$ cat config.mk
export PLATFORM = sky130hd
export DESIGN_NAME = adder8_seq_ctrl
export DESIGN_NICKNAME = d
export VERILOG_FILES = /design/src/rtl/adder8_seq_ctrl.sv
export SDC_FILE = /design/constraint.sdc
export NUM_CORES = 1
export LEC_CHECK = 0
export ABC_CLOCK_PERIOD_IN_PS = 5850
export CORE_MARGIN = 5
export CORE_UTILIZATION = 45
export DETAILED_ROUTE_END_ITERATION = 16
export GPL_TIMING_DRIVEN = 0
export PLACE_DENSITY = 0.7
export SKIP_LAST_GASP = 1
export SYNTH_ARGS = -nofsm -noshare
export SYNTH_HDL_FRONTEND = slang
export SYNTH_SLANG_ARGS = --single-unit
$ cat constraint.sdc
create_clock -name clk -period 5.85 [get_ports clk]
set_input_delay 1.17 -clock clk [delete_from_list [all_inputs] [get_ports clk]]
set_output_delay 1.17 -clock clk [all_outputs]
set_load 0.005 [all_outputs]
$ cat src/rtl/adder8_seq_ctrl.sv
// Byte-serial multi-byte adder sequencer driving one shared 8-bit adder slice.
// Operands are latched at start; the carry is registered between bytes, LSB first.
module adder8_seq_ctrl #(
  parameter int unsigned NBYTES = 4
) (
  input  logic                clk,
  input  logic                rst,
  input  logic                start,
  input  logic [8*NBYTES-1:0] a,
  input  logic [8*NBYTES-1:0] b,
  input  logic                ci,
  output logic [7:0]          add_a,
  output logic [7:0]          add_b,
  output logic                add_ci,
  input  logic [7:0]          add_s,
  input  logic                add_co,
  output logic                busy,
  output logic                done,
  output logic [8*NBYTES-1:0] sum,
  output logic                co
);

  localparam int unsigned W  = 8 * NBYTES;
  localparam int unsigned IW = (NBYTES > 1) ? $clog2(NBYTES) : 1;
  localparam logic [IW-1:0] IDX_LAST = IW'(NBYTES - 1);

  typedef enum logic [1:0] {
    IDLE = 2'd0,
    RUN  = 2'd1,
    DONE = 2'd2
  } state_t;

  state_t                     state_q, state_d;
  logic [IW-1:0]              idx_q, idx_d;
  logic                       carry_q, carry_d;
  logic [NBYTES-1:0][7:0]     opa_q, opa_d;
  logic [NBYTES-1:0][7:0]     opb_q, opb_d;
  logic [NBYTES-1:0][7:0]     part_q, part_d;
  logic [W-1:0]               sum_q, sum_d;
  logic                       co_q, co_d;
  logic                       busy_q, busy_d;
  logic                       done_q, done_d;

  logic                       launch;
  logic [NBYTES-1:0][7:0]     part_nxt;

  // A new add may begin from IDLE or directly out of DONE.
  assign launch = start && ((state_q == IDLE) || (state_q == DONE));

  always_comb begin
    state_d  = state_q;
    idx_d    = idx_q;
    carry_d  = carry_q;
    opa_d    = opa_q;
    opb_d    = opb_q;
    part_d   = part_q;
    sum_d    = sum_q;
    co_d     = co_q;
    busy_d   = 1'b0;
    done_d   = 1'b0;
    part_nxt = part_q;

    case (state_q)
      IDLE: begin
        state_d = IDLE;
      end
      RUN: begin
        part_nxt[idx_q] = add_s;
        part_d          = part_nxt;
        carry_d         = add_co;
        if (idx_q == IDX_LAST) begin
          idx_d   = '0;
          sum_d   = part_nxt;
          co_d    = add_co;
          done_d  = 1'b1;
          state_d = DONE;
        end else begin
          idx_d   = idx_q + IW'(1);
          busy_d  = 1'b1;
          state_d = RUN;
        end
      end
      DONE: begin
        state_d = IDLE;
      end
      default: begin
        state_d = IDLE;
      end
    endcase

    if (launch) begin
      opa_d   = a;
      opb_d   = b;
      carry_d = ci;
      idx_d   = '0;
      busy_d  = 1'b1;
      state_d = RUN;
    end
  end

  always_ff @(posedge clk or posedge rst) begin
    if (rst) begin
      state_q <= IDLE;
      idx_q   <= '0;
      carry_q <= 1'b0;
      opa_q   <= '0;
      opb_q   <= '0;
      part_q  <= '0;
      sum_q   <= '0;
      co_q    <= 1'b0;
      busy_q  <= 1'b0;
      done_q  <= 1'b0;
    end else begin
      state_q <= state_d;
      idx_q   <= idx_d;
      carry_q <= carry_d;
      opa_q   <= opa_d;
      opb_q   <= opb_d;
      part_q  <= part_d;
      sum_q   <= sum_d;
      co_q    <= co_d;
      busy_q  <= busy_d;
      done_q  <= done_d;
    end
  end

  // Adder slice inputs are decoded from state so they read zero outside RUN.
  always_comb begin
    add_a  = 8'h00;
    add_b  = 8'h00;
    add_ci = 1'b0;
    if (state_q == RUN) begin
      add_a  = opa_q[idx_q];
      add_b  = opb_q[idx_q];
      add_ci = carry_q;
    end
  end

  assign busy = busy_q;
  assign done = done_q;
  assign sum  = sum_q;
  assign co   = co_q;

endmodule

==> results by group, run 1 <==
CTS
  – CTS buffer count: 17
  – Hold buffer count at CTS: 0
  – CTS tree: done
  – Clock root cell: clkbuf_16
  – CTS sink count: 134
  – Worst-Skew Late Latency: 0.41 ns
  – Max H-tree Level: 4
  – Post-CTS resize count: 0
  – Clock Tree Buf Depth: 2
  – Clock-pin slew on the worst setup and hold paths: 0.05 ns
  – Post-CTS Setup Bufs: 0

GRT
  – Vias in the first global route: approximately 4,100
  – Initial antenna violation count: 0
  – First-pass GRT wire length: 22.14 mm
  – Global route overflow: 0
  – GRT Total Usage: 17.73%
  – Pin count of the biggest net entering global routing: 71

Yosys
  – Mapped Cells: about 400
  – Main synth FF type: dfrtp_1
  – Synth warnings: 0
  – Leading area contributor after synthesis: dfrtp_1
  – Synth unique cells: 25
  – Area share of the leading cell type in the synthesized netlist: 54.28%
  – Syn nets: roughly 480
  – FF+latch count, synth: about 130
  – Mean area per synthesized cell: 15.60 µm²
  – Mapped Area: 6177 µm²
  – Top cells by area, synth: dfrtp_1 54%, mux2_2 24%, mux2_4 6.8%, mux2i_1 5.2%, o22ai_2 2.0%
  – EDFF count, synth: 0
  – Asr flop ratio synth: 100.0%
  – Register area share after synthesis: 54.28%

Power and ir drop
  – Power Density: 580.2 nW/µm²
  – Peak supply drop: 239.3 µV
  – Pwr Total: 4.804 mW
  – Leak Pwr: ~3.5 nW

Timing
  – Slew at the pin closest to its max-slew limit: 0.5960 ns
  – Setup violators final: 0
  – WHS: 0.4999 ns
  – Skew final: 0.007097 ns
  – Final Hold Vio Count: 0
  – Relative slew margins: roughly 60%
  – Slew Limit Fails: 0
  – RSZ-0062 raised after global routing: false
  – PnR worst setup slack: 2.208 ns
  – Max Clk Rate: 274.6 MHz
  – Minimum clock period: 3.642 ns
  – Fin crit share: 62.25%
  – Setup TNS: 0 ns

Drt
  – Via density: 5.196
  – Post-Route WL: 14.03 mm
  – Antenna Nets Post-Route: 0
  – Via count: between 3,000 and 4,000
  – DRC viols: 0
  – DR iter-0 viols: 200
  – Routed len/inst: 19.22 µm
  – Router iterations before antenna repair: 4

Die
  – Core ar.: about 13,000 µm²
  – Row Count: 42
  – Die area: 16,170 µm²
  – Effective utilization at floorplan: between 40% and 50%
  – Die H: 127.2 µm
  – # IOs: approximately 130
  – Horiz. Die Dim: 127.2 µm

Critical path
  – Critical path class: reg2out
  – FF-to-FF End: part_q[2]$_DFFE_PP0N_
  – R2r worst-path depth: 7
  – Critical Path RT: 4.68 ns
  – Worst setup SP type: flip-flop
  – CP arrival: 2.47 ns
  – Setup crit end: add_a[2]
  – Setup crit end kind: output port
  – Reg-to-reg slack, setup: 3.59 ns
  – Worst Setup SP: state_q[1]$_DFF_PP0_
  – Critical R2R Launch: idx_q[1]$_DFFE_PP0P_
  – CP Max Fanout: 10

Placed design
  – HPWL after DPL: between 9 and 10 mm
  – Port bufs: 128
  – Pre-CTS WS: 2.635 ns
  – RD Place Congestion: roughly 0.76

Layout
  – FF+latch area: 3353 µm²
  – Fraction of layout cells with a size suffix above 1: approximately two fifths
  – Inserted Diodes: 0
  – Net count, final: roughly 630
  – Area Overhead vs Synth: 34.05%
  – Fill count: 1,068
  – Footprint of the multi-input gates: between 2000 and 3000 µm²

Job
  – Total of max-cap violations: 0

Worst hold path
  – Hold Path Class: reg2reg

Run status
  – Outcome: completed
==> critical path, cell delays in order (launching register included) <==
cell and delay [ns]:
dfrtp_1 0.40, clkbuf_1 0.22, nand3b_2 0.42, buf_4 0.30, o22ai_2 0.19, clkdlybuf4s50_1 0.52
==> cells in the mapped netlist, types with 2 or more instances <==
| library cell | n |
|---|---|
| o22ai_1 | 6 |
| buf_6 | 10 |
| o22ai_2 | 10 |
| nand3b_2 | 4 |
| mux2_4 | 28 |
| nand3b_1 | 2 |
| nand2b_1 | 2 |
| inv_1 | 4 |
| dfrtp_1 | 134 |
| o31ai_1 | 2 |
| nor3b_1 | 2 |
| and3b_1 | 2 |
| mux2_2 | 131 |
| buf_2 | 10 |
| ha_1 | 5 |
| mux2i_1 | 32 |
| buf_4 | 4 |
==> cells in the final DEF (no fill, tap or decap), drive strengths merged, types with 2 or more instances in the layout <==
cell	Yosys	routed
dfrtp	134	134
clkbuf	1	27
clkdlybuf4s50	0	128
nor2b	2	2
o31ai	2	2
mux2i	32	32
mux2	159	159
nand2b	2	2
and3b	2	2
ha	5	5
inv	4	4
nand3b	6	6
o22ai	16	16
clkinv	0	2
nor3b	2	2
buf	24	25
==> report_power, final <==
part / leakage, nW / switching [mW] / total [mW] / internal [mW]
logic: 1.64 / 0.786 / 2.13 / 1.34
registers: 1.57 / 0.250 / 1.66 / 1.41
clock network: 0.284 / 0.361 / 1.02 / 0.655
==> state kept, by name, indices dropped and copies added, names as in the netlist, 2 cells and up <==
signal   count
opa_q       32
opb_q       32
sum         32
part_q      31
idx_q        2
state_q      2
==> how the worst min path moves through the flow <==
stage / cells past startpoint / slack [ns] / from / endpoint
global placement: 1 / 0.48 / part_q[8]$_DFFE_PP0N_ / part_q[8]$_DFFE_PP0N_
CTS: 1 / 0.50 / part_q[27]$_DFFE_PP0N_ / part_q[27]$_DFFE_PP0N_
global route: 1 / 0.51 / opb_q[5]$_DFFE_PP0P_ / opb_q[5]$_DFFE_PP0P_
finish: 1 / 0.50 / part_q[27]$_DFFE_PP0N_ / part_q[27]$_DFFE_PP0N_
floorplan: 1 / 0.48 / part_q[24]$_DFFE_PP0N_ / part_q[24]$_DFFE_PP0N_
detailed placement: 1 / 0.49 / part_q[27]$_DFFE_PP0N_ / part_q[27]$_DFFE_PP0N_
==> layer usage <==
metal	GRT usage, %	part of all wire, %
met4	5.994	1.5
met5	0	0
met2	29.14	49
met1	23.23	45
met3	4.174	4.0
==> stage by stage <==
step / area (µm²) / utilization (%) / instances
floorplan: 6177 / - / 396
CTS: 8280 / 62.04 / 730
global route: 8280 / 62.04 / 730
finish: 8280 / 62.04 / 730
global placement: 7679 / 57.53 / 700
detailed placement: 7711 / 57.77 / 701
==> layout make-up <==
type	instances	area share, %
Clock buffer	26	6.392
Inverter	4	0.2418
Buffer	25	2.372
Timing Repair Buffer	129	15.81
Sequential cell	134	40.50
Multi-Input combinational cell	233	31.55
Clock inverter	3	0.4835
Tap cell	176	2.659
==> logic make-up after synthesis <==
group	after synthesis	synth area share (%)
buf+inv	29	3.423
simple gates	17	2.309
compound gates	20	3.099
fa+ha+maj	5	1.013
flops	134	54.28
mux	191	35.87
(Power assumes the default switching activity.)
==> run 2: changes to the inputs <==
--- a/config.mk
+++ b/config.mk
@@ -5,12 +5,12 @@
 export SDC_FILE = /design/constraint.sdc
 export NUM_CORES = 1
 export LEC_CHECK = 0
-export ABC_CLOCK_PERIOD_IN_PS = 5850
+export ABC_CLOCK_PERIOD_IN_PS = 3000
 export CORE_MARGIN = 5
 export CORE_UTILIZATION = 45
 export DETAILED_ROUTE_END_ITERATION = 16
 export GPL_TIMING_DRIVEN = 0
-export PLACE_DENSITY = 0.7
+export PLACE_DENSITY = 0.73
 export SKIP_LAST_GASP = 1
 export SYNTH_ARGS = -nofsm -noshare
 export SYNTH_HDL_FRONTEND = slang
==> constraint.sdc (replaced) <==
create_clock -name clk -period 3 [get_ports clk]
set_input_delay 0.6 -clock clk [delete_from_list [all_inputs] [get_ports clk]]
set_output_delay 0.6 -clock clk [all_outputs]
set_load 0.005 [all_outputs]
==> run 2 against run 1 <==
  * Via count down 0.42%
  * Hold slack worse by 0.0012 ns
  * Non-clock buffer count up 2
  * Cell count up 0.27%
  * Worst setup slack worse by 2.1 ns
  * Final area up 0.33%
  * Register-to-register slack worse by 2.8 ns
  * Count of clock-buffer cells in the layout down 1
  * Power up 94%
  * Clock skew down 0.0032 ns
  * Largest cell class unchanged
==> results by group, run 2 (synthesized netlist as in run 1, its figures left out) <==
Layout
  – Final Core Density: slightly above 60%
  – Fraction of layout cells with a size suffix above 1: between 40 and 50%
  – Net count, final: 628
  – Commonest non-fill, non-tap cell in the layout: dfrtp_1
  – Most frequent cells in the layout: 134 x dfrtp_1, 131 x mux2_2, 128 x clkdlybuf4s50_1
  – Area Overhead vs Synth: 34.49%
  – Fill count: around 1,000
  – Inserted Diodes: 0

Drt
  – DRC viols: 0
  – Routed len/inst: 18.88 µm
  – Post-Route WL: 13.82 mm
  – Via count: 3,777
  – Antenna Nets Post-Route: 0
  – DR iter-0 viols: 147
  – Via density: 5.160
  – Router iterations before antenna repair: 4

Die
  – Effective utilization at floorplan: 46.28%
  – Horiz. Die Dim: 127.2 µm
  – Die area: 16,170 µm²
  – Die H: between 100 and 150 µm
  – # IOs: 129
  – Core ar.: ~13,000 µm²
  – Row Count: 42

Power and ir drop
  – Logic gate share of total power: roughly 45%
  – Sw frac: 29.17%
  – Peak supply drop: 529.0 µV
  – Clk pwr share: 20.6%
  – Net Sw Power: 2.724 mW
  – Power Density: 1124 nW/µm²
  – Leak Pwr: 3.509 nW
  – Pint: 6.613 mW
  – Share of total power in sequential cells: 34.7%
  – Pwr Total: 9.337 mW

GRT
  – Global route overflow: 0
  – GRT Total Usage: 17.71%
  – Pin count of the biggest net entering global routing: between 40 and 50
  – Initial antenna violation count: 0
  – First-pass GRT wire length: 22.27 mm
  – Vias in the first global route: between 4,000 and 5,000

CTS
  – Hold buffer count at CTS: 0
  – Worst-Skew Late Latency: ~0.40 ns
  – CTS sink count: approximately 130
  – CTS tree: done
  – Max H-tree Level: 4
  – CTS buffer count: 17
  – Clock-pin slew on the worst setup and hold paths: 0.05 ns
  – Clock root cell: clkbuf_16
  – Clock Tree Buf Depth: 2

Critical path
  – Slowest library cell on the worst path: clkdlybuf4s50_1
  – Crit path largest cell delay: around 0.53 ns
  – CP arrival: roughly 2.3 ns
  – Critical Path RT: between 2 and 2.5 ns
  – Critical path class: reg2out
  – Cell family with most CP delay: buffers and inverters
  – Crit path cell chain: or3b_1 > buf_2 > buf_6 > o22ai_2 > clkdlybuf4s50_1
  – Setup crit end kind: output port
  – Worst setup SP type: flip-flop
  – CP Max Fanout: 10
  – WP buf/inv: 3

Placed design
  – Port bufs: around 130
  – RD Place Congestion: 0.7628
  – HPWL after DPL: 10.01 mm

Timing
  – Skew final: 0.003866 ns
  – Slew at the pin closest to its max-slew limit: about 0.59 ns
  – Final Hold Vio Count: 0
  – Slew Limit Fails: 0
  – Fin crit share: 96.98%
  – Max Clk Rate: between 300 and 400 MHz
  – RSZ-0062 raised after global routing: false
  – Minimum clock period: 2.909 ns
  – Setup TNS: 0 ns
  – Setup violators final: 0
  – Relative slew margins: 60.31%

Worst hold path
  – Hold Path Class: reg2reg

Run status
  – Outcome: completed

Job
  – Total of max-cap violations: 0
## run 2: final cells by class
cell class / count / area (µm²) / area share [%]
clock inverter: 4 / 45.04 / 0.5422
sequential: 134 / 3353 / 40.36
tap: 176 / 220.2 / 2.651
clock buffer: 25 / 505.5 / 6.084
inverter: 4 / 18.77 / 0.2259
multi-input combinational: 233 / 2621 / 31.55
buffer: 25 / 202.7 / 2.440
timing repair buffer: 131 / 1341 / 16.14
## run 2: routing by layer
layer | wire, µm | vias to the layer above | GRT usage [%]
met5 | 0 | - | 0
met4 | 318 | 0 | 7.508
met3 | 544 | 25 | 4.048
met2 | 6779 | 91 | 28.74
met1 | 6177 | 1924 | 22.93
li1 | - | 1737 | -
## run 2: path summary, 6_finish.rpt
check	start	end	slack [ns]	cells past startpoint
hold / removal	part_q[5]$_DFFE_PP0N_	part_q[5]$_DFFE_PP0N_	0.50	1
max in group asynchronous	rst	opb_q[17]$_DFFE_PP0P_	1.58	4
min in group asynchronous	rst	co$_DFFE_PP0P_	0.62	2
hold reg to reg	part_q[5]$_DFFE_PP0N_	part_q[5]$_DFFE_PP0N_	0.50	1
setup reg to reg	idx_q[1]$_DFFE_PP0P_	part_q[3]$_DFFE_PP0N_	0.77	7
setup / recovery	idx_q[0]$_DFFE_PP0P_	add_a[2]	0.09	5
## run 2: per-stage QoR
stage                     worst slack, ns  hold slack [ns]  instance area, µm²  cells
after global placement            -0.4152           0.4843                7682    700
after detailed placement           0.3225           0.4895                7742    703
after CTS                         0.02544           0.5037                8302    732
after floorplan                    0.7348           0.4753                6181    396
after global routing             0.006817           0.5164                8308    732
final                             0.09069           0.4987                8308    732
## run 2: worst reg2reg max path, cell delays in order (launching register included)
cell and delay (ns):
dfrtp_1 0.40, buf_2 0.23, buf_4 0.26, inv_1 0.11
ha_1 0.18, buf_2 0.19, nand3b_1 0.37, mux2_2 0.39
## run 2: repair_timing
| action | 4_1_cts | 5_1_grt |
|---|---|---|
| buffers inserted | 0 | 0 |
| cloned | 0 | 0 |
| setup endpoints to repair | 10 | 8 |
| endpoints found under the hold margin | 0 | 0 |
| gates resized for setup | 1 | 4 |
## run 2: power by group through the flow
stage	combinational [mW]	sequential, mW	clock (mW)
floorplan	2.69	3.15	0
global placement	4.10	3.21	0
detailed placement	4.20	3.27	0
CTS	4.23	3.25	1.97
global route	4.48	3.36	2.04
finish	4.17	3.24	1.92
==> run 3: changes to the inputs <==
--- a/config.mk
+++ b/config.mk
@@ -5,11 +5,12 @@
 export SDC_FILE = /design/constraint.sdc
 export NUM_CORES = 1
 export LEC_CHECK = 0
+export ABC_AREA = 1
 export ABC_CLOCK_PERIOD_IN_PS = 3000
 export CORE_MARGIN = 5
 export CORE_UTILIZATION = 45
 export DETAILED_ROUTE_END_ITERATION = 16
-export GPL_TIMING_DRIVEN = 0
+export GPL_TIMING_DRIVEN = 1
 export PLACE_DENSITY = 0.73
 export SKIP_LAST_GASP = 1
 export SYNTH_ARGS = -nofsm -noshare
==> run 3 against run 2 <==
  * Maximum frequency increased by 5.2%
  * Die area down 0.37%
  * Clock power increased by 5%
  * Register-to-register slack improved by 0.15 ns
  * Non-clock buffer count is 23 lower
  * Worst setup slack better by 0.14 ns
  * First-iteration DRC count grew to 2.7 times the previous value
  * Combinational power is 11% lower
  * Sequential cell count did not move
  * Synthesized area down 0.41%
  * Largest cell class unchanged
  * Largest power group unchanged
==> results by group, run 3 <==
Critical path
  – Reg-to-reg slack, setup: 0.92 ns
  – Slowest library cell on the worst path: clkdlybuf4s50_1
  – FF-to-FF End: part_q[8]$_DFFE_PP0N_
  – Crit path cell chain: nand2_2 > a21oi_1 > clkdlybuf4s50_1
  – CP arrival: 2.17 ns
  – Setup crit end kind: output port
  – CP Max Fanout: 31
  – Critical Path RT: about 2.4 ns
  – Crit path largest cell delay: 0.59 ns
  – Worst setup SP type: flip-flop
  – Critical path class: reg2out
  – R2r worst-path depth: 3
  – Critical R2R Launch: state_q[0]$_DFF_PP0_

Layout
  – Fraction of layout cells with a size suffix above 1: 5.068%
  – Most frequent cells in the layout: 261 x nand2_1, 157 x o21ai_0, 134 x dfrtp_1
  – Area Overhead vs Synth: 30.91%
  – Fill count: 1,186
  – Net count, final: 957
  – Commonest non-fill, non-tap cell in the layout: nand2_1
  – Final instance area: 8054 µm²

GRT
  – Pin count of the biggest net entering global routing: 135
  – Initial antenna violation count: 1
  – First-pass GRT wire length: 25.53 mm
  – Global route overflow: 0
  – Vias in the first global route: 5,275
  – GRT Total Usage: 19.72%

Timing
  – Fin crit share: 92.19%
  – Relative slew margins: 40.49%
  – RSZ-0062 raised after global routing: false
  – WHS: 0.4869 ns
  – Setup violators final: 0
  – Setup TNS: 0 ns
  – Minimum clock period: around 2.8 ns
  – Max Clk Rate: 361.6 MHz
  – Skew final: 0.006005 ns
  – Slew Limit Fails: 0
  – Final Hold Vio Count: 0
  – Slew at the pin closest to its max-slew limit: 0.8913 ns

CTS
  – Worst-Skew Late Latency: 0.41 ns
  – CTS buffer count: 17
  – Post-CTS resize count: 0
  – Hold buffer count at CTS: 0
  – Post-CTS Setup Bufs: 0
  – Max H-tree Level: 4
  – CTS tree: done
  – CTS sink count: between 100 and 150
  – Clock Tree Buf Depth: 2
  – Clock root cell: clkbuf_16
  – Clock-pin slew on the worst setup and hold paths: 0.06 ns

Run status
  – Outcome: completed

Drt
  – Via density: 4.946
  – Antenna Nets Post-Route: 0
  – DRC viols: 0
  – DR iter-0 viols: 400
  – Routed len/inst: about 15 µm
  – Post-Route WL: 15.51 mm
  – Router iterations before antenna repair: 5
  – Via count: 5,268

Yosys
  – Top cells by count, synth: 262 x nand2_1, 157 x o21ai_0, 134 x dfrtp_1
  – Mapped Area: 6152 µm²
  – Leading area contributor after synthesis: dfrtp_1
  – Top cells by area, synth: dfrtp_1 55%, nand2_1 16%, o21ai_0 13%, inv_1 6.2%, nand3_1 2.7%
  – Mapped Cells: 769
  – Asr flop ratio synth: 100.0%
  – Main synth FF type: dfrtp_1
  – Syn nets: 851
  – Register area share after synthesis: 54.50%
  – EDFF count, synth: 0
  – Mean area per synthesized cell: 8.000 µm²
  – Area share of the leading cell type in the synthesized netlist: 54.50%
  – FF+latch count, synth: 134
  – Synth unique cells: 17
  – Count leader, synth: nand2_1
  – Synth warnings: 0

Die
  – # IOs: 129
  – Effective utilization at floorplan: a little under half
  – Row Count: 42
  – Die H: 126.9 µm
  – Core ar.: 13,350 µm²
  – Horiz. Die Dim: 126.9 µm
  – Die area: between 15,000 and 20,000 µm²

Worst hold path
  – HP Start: sum[17]$_DFFE_PP0P_
  – Hold Path Class: reg2reg
  – Hold Path Depth: 2
  – Hold worst-path end: sum[17]$_DFFE_PP0P_

Placed design
  – Port bufs: 128
  – Placed cell area: 7472 µm²
  – RD Place Congestion: around 0.82
  – HPWL after DPL: ~10 mm

Power and ir drop
  – Sw frac: 37.99%
  – Clk pwr share: 23.4%
  – Peak supply drop: 576.9 µV
  – Logic gate share of total power: 43.0%
  – Net Sw Power: 3.263 mW
  – Pint: approximately 5.3 mW
  – Power Density: 1067 nW/µm²
  – Share of total power in sequential cells: 33.6%
  – Leak Pwr: 3.792 nW

Job
  – Total of max-cap violations: 0
==> run 3: changes by cell type after synthesis, sizes merged, moves of 3 or more <==
| cell | change |
|---|---|
| nor2 | +3 |
| nand3 | +33 |
| inv | +102 |
| o22ai | -16 |
| nand2 | +262 |
| nand3b | -6 |
| buf | +10 |
| mux2i | -32 |
| o21ai | +160 |
| clkbuf | +11 |
| mux2 | -159 |
| a21oi | +16 |
==> run 3: logic make-up after synthesis <==
kind of cell	Yosys count	share of synthesized area, %
AO/OA/AOI/OAI	179	14.64
adder cells (fa/ha/maj)	5	1.017
buffers and inverters	152	10.66
flip-flops	134	54.50
AND/OR/NAND/NOR	299	19.18
==> run 3: area by class of cell <==
type,count,area (µm²),area share [%]
clock buffers,21,480.5,5.966
multi-input cells,483,2153,26.74
well taps,176,220.2,2.734
diodes,1,2.502,0.03107
flip-flops and latches,134,3353,41.63
repair buffers,133,1344,16.68
clock inverters,11,98.84,1.227
inverters,106,401.6,4.987
==> run 3: layer usage <==
| layer | vias up | GRT usage [%] | part of all wire, % |
|---|---|---|---|
| met5 | - | 0 | 0 |
| met4 | 0 | 6.562 | 1.5 |
| li1 | 2612 | - | - |
| met3 | 18 | 5.549 | 6.8 |
| met2 | 157 | 31.79 | 47 |
| met1 | 2481 | 25.78 | 44 |
==> run 3: power by group through the flow <==
stage	logic [mW]	clock network [mW]	registers (mW)
floorplan	2.33	0	2.88
global placement	3.61	0	2.89
detailed placement	3.70	0	2.92
CTS	3.74	2.04	2.89
global route	4.20	2.13	2.97
finish	3.70	2.01	2.89
==> run 3: through the flow <==
stage | power [mW] | instances | setup slack [ns] | utilization (%)
after global routing | 9.304 | 1065 | 0.1312 | 60.34
after global placement | 6.502 | 1032 | 0.7517 | 55.98
after CTS | 8.666 | 1064 | 0.2347 | 60.32
after floorplan | 5.207 | 769 | 0.7348 | -
after detailed placement | 6.621 | 1032 | 0.6907 | 55.98
final | 8.590 | 1065 | 0.2342 | 60.34
==> run 3: critical path, delay by kind of cell, from the launching register on <==
family | cells | cell delay (ns)
compound gates | 1 | 0.31
buf+inv | 1 | 0.59
flops | 1 | 0.43
simple gates | 1 | 0.42
==> run 3: how the worst max path moves through the flow <==
stage | start | to | slack [ns] | cells after the start
after floorplan | rst | carry_q$_DFFE_PP0P_ | 0.73 | 1
after global placement | state_q[0]$_DFF_PP0_ | add_a[6] | 0.75 | 3
after detailed placement | state_q[0]$_DFF_PP0_ | add_a[5] | 0.69 | 3
after CTS | state_q[0]$_DFF_PP0_ | add_a[5] | 0.23 | 3
after global routing | state_q[0]$_DFF_PP0_ | add_a[3] | 0.13 | 3
final | state_q[0]$_DFF_PP0_ | add_a[5] | 0.23 | 3
